`src/rtl/pwm_sequencer_if.sv`:
```
// pwm_sequencer_if: configuration inputs and driven outputs of the PWM sequencer.
interface pwm_sequencer_if;
    logic [7:0]  en_reg_out_7_0;
    logic [7:0]  en_reg_out_15_8;
    logic [7:0]  en_reg_pwm_7_0;
    logic [7:0]  en_reg_pwm_15_8;
    logic [7:0]  pwm_duty_cycle;
    logic [15:0] out;
    logic        period_start;
    logic        active;
    modport master (
        output en_reg_out_7_0, en_reg_out_15_8, en_reg_pwm_7_0, en_reg_pwm_15_8, pwm_duty_cycle,
        input  out, period_start, active
    );
    modport slave (
        input  en_reg_out_7_0, en_reg_out_15_8, en_reg_pwm_7_0, en_reg_pwm_15_8, pwm_duty_cycle,
        output out, period_start, active
    );
endinterface

```
`src/rtl/pwm_sequencer.sv`:
```
// pwm_sequencer: 16 static/PWM outputs from SPI config, shared duty, idle/run counter control.
// Optional PWM_SHADOW_UPDATE_EN: PWM config is latched only at period start / RUN entry.
module pwm_sequencer #(
    parameter int PRESCALE = 13
) (
    input logic            clk,
    input logic            rst_n,
    pwm_sequencer_if.slave bus
);
    localparam int PW = $clog2(PRESCALE + 1);

    typedef enum logic {IDLE, RUN} state_t;

    state_t        r_state, w_state_nxt;
    logic [PW-1:0] r_pre_cnt, w_pre_nxt;
    logic [7:0]    r_pwm_cnt, w_pwm_nxt;
    logic [15:0]   r_out, w_out_nxt;
    logic          r_period_start;
    logic [15:0]   w_en_out, w_en_pwm, w_pwm_mask, w_static;
    logic [7:0]    w_duty;
    logic          w_any, w_tick, w_wrap, w_enter, w_start, w_pwm_sig;

    assign w_en_out = {bus.en_reg_out_15_8, bus.en_reg_out_7_0};
    assign w_en_pwm = {bus.en_reg_pwm_15_8, bus.en_reg_pwm_7_0};
    assign w_any    = |(w_en_out & w_en_pwm);
    assign w_static = w_en_out & ~w_en_pwm;
    assign w_tick   = (r_state == RUN) && (r_pre_cnt == PW'(PRESCALE - 1));
    assign w_wrap   = w_tick && (r_pwm_cnt == 8'hFF);
    assign w_enter  = (r_state == IDLE) && w_any;
    assign w_start  = w_enter | w_wrap;

    always_ff @(posedge clk or negedge rst_n) begin
        if (!rst_n) r_state <= IDLE;
        else        r_state <= w_state_nxt;
    end

    // Output is computed from next-cycle counter values so out aligns with the counters.
    always_comb begin
        w_state_nxt = w_enter ? RUN : (w_wrap && !w_any) ? IDLE : r_state;
        w_pre_nxt   = (r_state == IDLE || w_tick) ? '0 : r_pre_cnt + PW'(1);
        w_pwm_nxt   = (r_state == IDLE) ? 8'd0 : r_pwm_cnt + {7'd0, w_tick};
        w_pwm_sig   = (w_state_nxt == RUN) && (w_duty == 8'hFF || w_pwm_nxt < w_duty);
        w_out_nxt   = w_static | (w_pwm_mask & {16{w_pwm_sig}});
    end

`ifdef PWM_SHADOW_UPDATE_EN
    logic [7:0]  r_sh_duty;
    logic [15:0] r_sh_en_out, r_sh_en_pwm;

    always_ff @(posedge clk or negedge rst_n) begin
        if (!rst_n) begin
            r_sh_duty   <= '0;
            r_sh_en_out <= '0;
            r_sh_en_pwm <= '0;
        end else if (w_start) begin
            r_sh_duty   <= bus.pwm_duty_cycle;
            r_sh_en_out <= w_en_out;
            r_sh_en_pwm <= w_en_pwm;
        end
    end

    // A wrap and a config write in the same cycle: the new value governs the new period.
    assign w_duty     = w_start ? bus.pwm_duty_cycle : r_sh_duty;
    assign w_pwm_mask = w_start ? (w_en_out & w_en_pwm) : (r_sh_en_out & r_sh_en_pwm);
`else
    assign w_duty     = bus.pwm_duty_cycle;
    assign w_pwm_mask = w_en_out & w_en_pwm;
`endif

    always_ff @(posedge clk or negedge rst_n) begin
        if (!rst_n) begin
            r_pre_cnt      <= '0;
            r_pwm_cnt      <= '0;
            r_out          <= '0;
            r_period_start <= 1'b0;
        end else begin
            r_pre_cnt      <= w_pre_nxt;
            r_pwm_cnt      <= w_pwm_nxt;
            r_out          <= w_out_nxt;
            r_period_start <= w_start;
        end
    end

    assign bus.out          = r_out;
    assign bus.period_start = r_period_start;
    assign bus.active       = (r_state == RUN);
endmodule

```
`src/flat_wrapper.sv`:
```
// flat-port wrapper written by rule: the top's interface ports become plain ports
module pwm_sequencer_flat 
#(
    parameter int PRESCALE = 13
)
  (clk, rst_n, bus_en_reg_out_7_0, bus_en_reg_out_15_8, bus_en_reg_pwm_7_0, bus_en_reg_pwm_15_8, bus_pwm_duty_cycle, bus_out, bus_period_start, bus_active);
  pwm_sequencer_if bus_i ();
  input logic clk;
  input logic rst_n;
  input wire logic [$bits(bus_i.en_reg_out_7_0)-1:0] bus_en_reg_out_7_0;
  input wire logic [$bits(bus_i.en_reg_out_15_8)-1:0] bus_en_reg_out_15_8;
  input wire logic [$bits(bus_i.en_reg_pwm_7_0)-1:0] bus_en_reg_pwm_7_0;
  input wire logic [$bits(bus_i.en_reg_pwm_15_8)-1:0] bus_en_reg_pwm_15_8;
  input wire logic [$bits(bus_i.pwm_duty_cycle)-1:0] bus_pwm_duty_cycle;
  output wire logic [$bits(bus_i.out)-1:0] bus_out;
  output wire logic [$bits(bus_i.period_start)-1:0] bus_period_start;
  output wire logic [$bits(bus_i.active)-1:0] bus_active;
  assign bus_i.en_reg_out_7_0 = bus_en_reg_out_7_0;
  assign bus_i.en_reg_out_15_8 = bus_en_reg_out_15_8;
  assign bus_i.en_reg_pwm_7_0 = bus_en_reg_pwm_7_0;
  assign bus_i.en_reg_pwm_15_8 = bus_en_reg_pwm_15_8;
  assign bus_i.pwm_duty_cycle = bus_pwm_duty_cycle;
  assign bus_out = bus_i.out;
  assign bus_period_start = bus_i.period_start;
  assign bus_active = bus_i.active;
  pwm_sequencer #(.PRESCALE(PRESCALE)) u_core (.clk(clk), .rst_n(rst_n), .bus(bus_i));
endmodule
```
`config.mk`:
```
export PLATFORM = sky130hd
export DESIGN_NAME = pwm_sequencer_flat
export DESIGN_NICKNAME = d
export VERILOG_FILES = /design/src/rtl/pwm_sequencer_if.sv /design/src/rtl/pwm_sequencer.sv /design/src/flat_wrapper.sv
export SDC_FILE = /design/constraint.sdc
export NUM_CORES = 1
export LEC_CHECK = 0
export ABC_AREA = 1
export CORE_ASPECT_RATIO = 0.8
export CORE_MARGIN = 5
export CORE_UTILIZATION = 45
export DETAILED_ROUTE_END_ITERATION = 10
export GPL_ROUTABILITY_DRIVEN = 0
export PLACE_DENSITY = 0.79
export SKIP_LAST_GASP = 1
export SYNTH_ARGS = -nofsm -noshare
export SYNTH_HDL_FRONTEND = slang
export SYNTH_SLANG_ARGS = --single-unit
```
`constraint.sdc`:
```
create_clock -name clk -period 3.48 [get_ports clk]
set_input_delay 0.696 -clock clk [delete_from_list [all_inputs] [get_ports clk]]
set_output_delay 0.696 -clock clk [all_outputs]
set_load 0.05 [all_outputs]
```
==> reports/qor.txt <==
RSZ-0062 raised after global routing - no
Root Buffer - clkbuf_8
Yosys warning count - 0
initial core utilization - 46.8%
Worst R2R Path Depth - 19
Longest Clk Path Bufs - 2
final setup violation count - 0
Synth Register Bits - 30
Avg WL per Cell - 10.7 um
IO buf count - 59
Tot Pwr - 810 uW
hold depth - 1
Pint - 585 uW
RR Endpoint - u_core.bus.out[3]
Hold Crit Class - register to register
Fill cells - 333
# resized after CTS - 0
sequential share of the synthesized area - 42.2%
GR Layer Usage met2 - 25.6%
worst r2r src - u_core.r_pre_cnt[0]
Fin. Hold Viols - 0
Slew HR - 64.4%
WP data arrival - 3.16 ns
# IOs - 60
layout net count - 349
share of layout cells above drive strength 1 - 10.1%
share of the synthesized area in the top cell type - 42.2%
status - finished, final reports clean
total track usage - 15.9%
NetSw - 226 uW
CTS tree - yes
DP Cell Count - 344
sw frac - 27.8%
Critical Path RT - 3.70 ns
clock share of power - 31.4%
Worst VDD drop - 0.000183 V
sequential power share - 45.3%
skew final - 0.00325 ns
DRT Pass-1 Iters - 4
Chip Height - 66.2 um
Crit Path Max Fanout - 16
Core ar. - 0.00380 mm^2
largest net degree at the start of global routing - 31
area growth from synthesis to layout - 40.5%
clk_lat worst skew - 0.28 ns
GRT busiest layer - met2
Synth area leaders - dfrtp_1 42%, nand2_1 15%, inv_1 10%
clock sinks - 30
fmax - 340 MHz
Final Non-Filler Cells - 351
Crit Path Category - register to register
total grt overflow - 0
number of vias per cell - 4.34
Yosys cell types - 21
Final Util - 65.7%
crit path capture - u_core.bus.out[3]
Gate power share - 23.3%
Post-CTS Repair Setup Buffers - 0
met1 Use GR - 18.2%
worst setup path startpoint - u_core.r_pre_cnt[0]
leakage power - 1.40 nW
initial antenna violation count - 0
antenna fix cells - 0
setup TNS - 0 ns
Die W - 80.3 um
reg-to-reg setup timing slack - 0.54 ns
clk slew on worst S/H paths - 0.06 ns
FP Rows - 20
Final HPWL DP - 3150 um
Synth Net Count - 284
# hold bufs at CTS - 0
first-pass GRT wire length - 6420 um
met3 GRT Util - 8.72%
# DRC - 0
H-tree levels - 2
synthesized area per cell - 7.70 um^2
Mapped Area - 0.00178 mm^2
slew of the pin with the lowest slew margin - 0.533 ns
CP startpoint kind - register
Max-Cap Viols - 0
Post-DRT Antenna Nets - 0
die area - 0.00532 mm^2
power per standard cell area - 324 mW/mm^2
total wire length - 3760 um
dominant cell type by area after synthesis - dfrtp_1
Syn Inst Count - 231
CP endpoint kind - register
Initial DRC Count - 69
number of CTS-inserted buffers - 5
vias in the first global route - 1,520
Final Cycle Share - 84.6%
Final min period - 2.94 ns
Via Count - 1,523
Final Max Slew Viols - 0
cells in the final DEF (no fill, tap or decap), drive strengths merged:
master,instances
nand2,79
nand4,1
buf,1
xor2,1
nor2,14
nor3,9
dfrtp,30
inv,51
o21ai,3
a21oi,6
nor4,1
nand3,20
ha,11
clkbuf,7
xnor2,2
or2,1
clkdlybuf4s50,59
state kept, by name (all words and copies together) (netlist names):
register	count
u_core.bus.period_start	1
u_core.r_pre_cnt	4
u_core.bus.out	16
u_core.r_pwm_cnt	8
u_core.bus.active	1
area by class of cell:
cell class | count | area, um^2 | share of cell area (%)
clock buffers | 7 | 76.3 | 3.05
inverters | 51 | 191 | 7.66
flip-flops and latches | 30 | 751 | 30.0
multi-input cells | 148 | 815 | 32.6
well taps | 55 | 68.8 | 2.75
repair buffers | 60 | 598 | 23.9
kinds of logic after synthesis:
group                      Yosys count  synth area share [%]
and+or+nand+nor                    125                  34.0
buffers and inverters               53                  12.0
DFF                                 30                  42.2
adders and majority gates           11                  7.74
AOI/OAI and AO/OA                    9                  2.53
xor gates and xnor gates             3                  1.48
cells in the mapped netlist (all sizes together):
library cell	instances
a21oi	6
nand4	1
nor3	9
or2	1
xor2	1
o21ai	3
nand3	20
xnor2	2
nor2	14
nor4	1
dfrtp	30
buf	2
nand2	79
ha	11
inv	51
through the flow:
stage	cell area (um^2)	hold slack (ns)	setup slack [ns]
global placement	2420	0.470	0.667
detailed placement	2420	0.486	0.520
finish	2500	0.490	0.537
floorplan	1780	0.400	0.655
CTS	2500	0.494	0.499
global route	2500	0.552	0.226
metal layers:
metal | vias to the layer above | routed length (um)
li1 | 823 | -
met1 | 646 | 1590
met2 | 49 | 1690
met3 | 5 | 433
met4 | 0 | 43
met5 | - | 0
power groups by stage:
stage	sequential, mW	clock (mW)	combinational (mW)
CTS	0.367	0.261	0.191
finish	0.367	0.254	0.189
global route	0.368	0.279	0.205
detailed placement	0.374	0	0.191
global placement	0.374	0	0.189
floorplan	0.426	0	0.0430
worst min-delay path by stage:
stage	endpoint	from
4_1_cts	u_core.r_pre_cnt[0]	u_core.r_pre_cnt[0]
5_1_grt	u_core.r_pre_cnt[0]	u_core.r_pre_cnt[0]
6_report	u_core.r_pre_cnt[0]	u_core.r_pre_cnt[0]
3_3_place_gp	u_core.r_pre_cnt[0]	u_core.r_pre_cnt[0]
2_1_floorplan	u_core.bus.active	rst_n
3_5_place_dp	u_core.r_pre_cnt[0]	u_core.r_pre_cnt[0]
worst max-delay path, cell delays in order (launching register included):
cell and delay [ns]:
dfrtp_1 0.40, inv_1 0.07, ha_1 0.14, nand3_1 0.13
nor2_4 0.12, ha_1 0.19, ha_1 0.20, nand3_1 0.14
nor2_1 0.12, nand2_1 0.07, xor2_1 0.14, nor2_1 0.14
ha_1 0.25, nand2_1 0.08, nor2_1 0.05, nor3_1 0.17
nand2_2 0.09, nand2_4 0.19, nand3_1 0.11, nand2_1 0.07
Power figures use the tool's default switching activity.
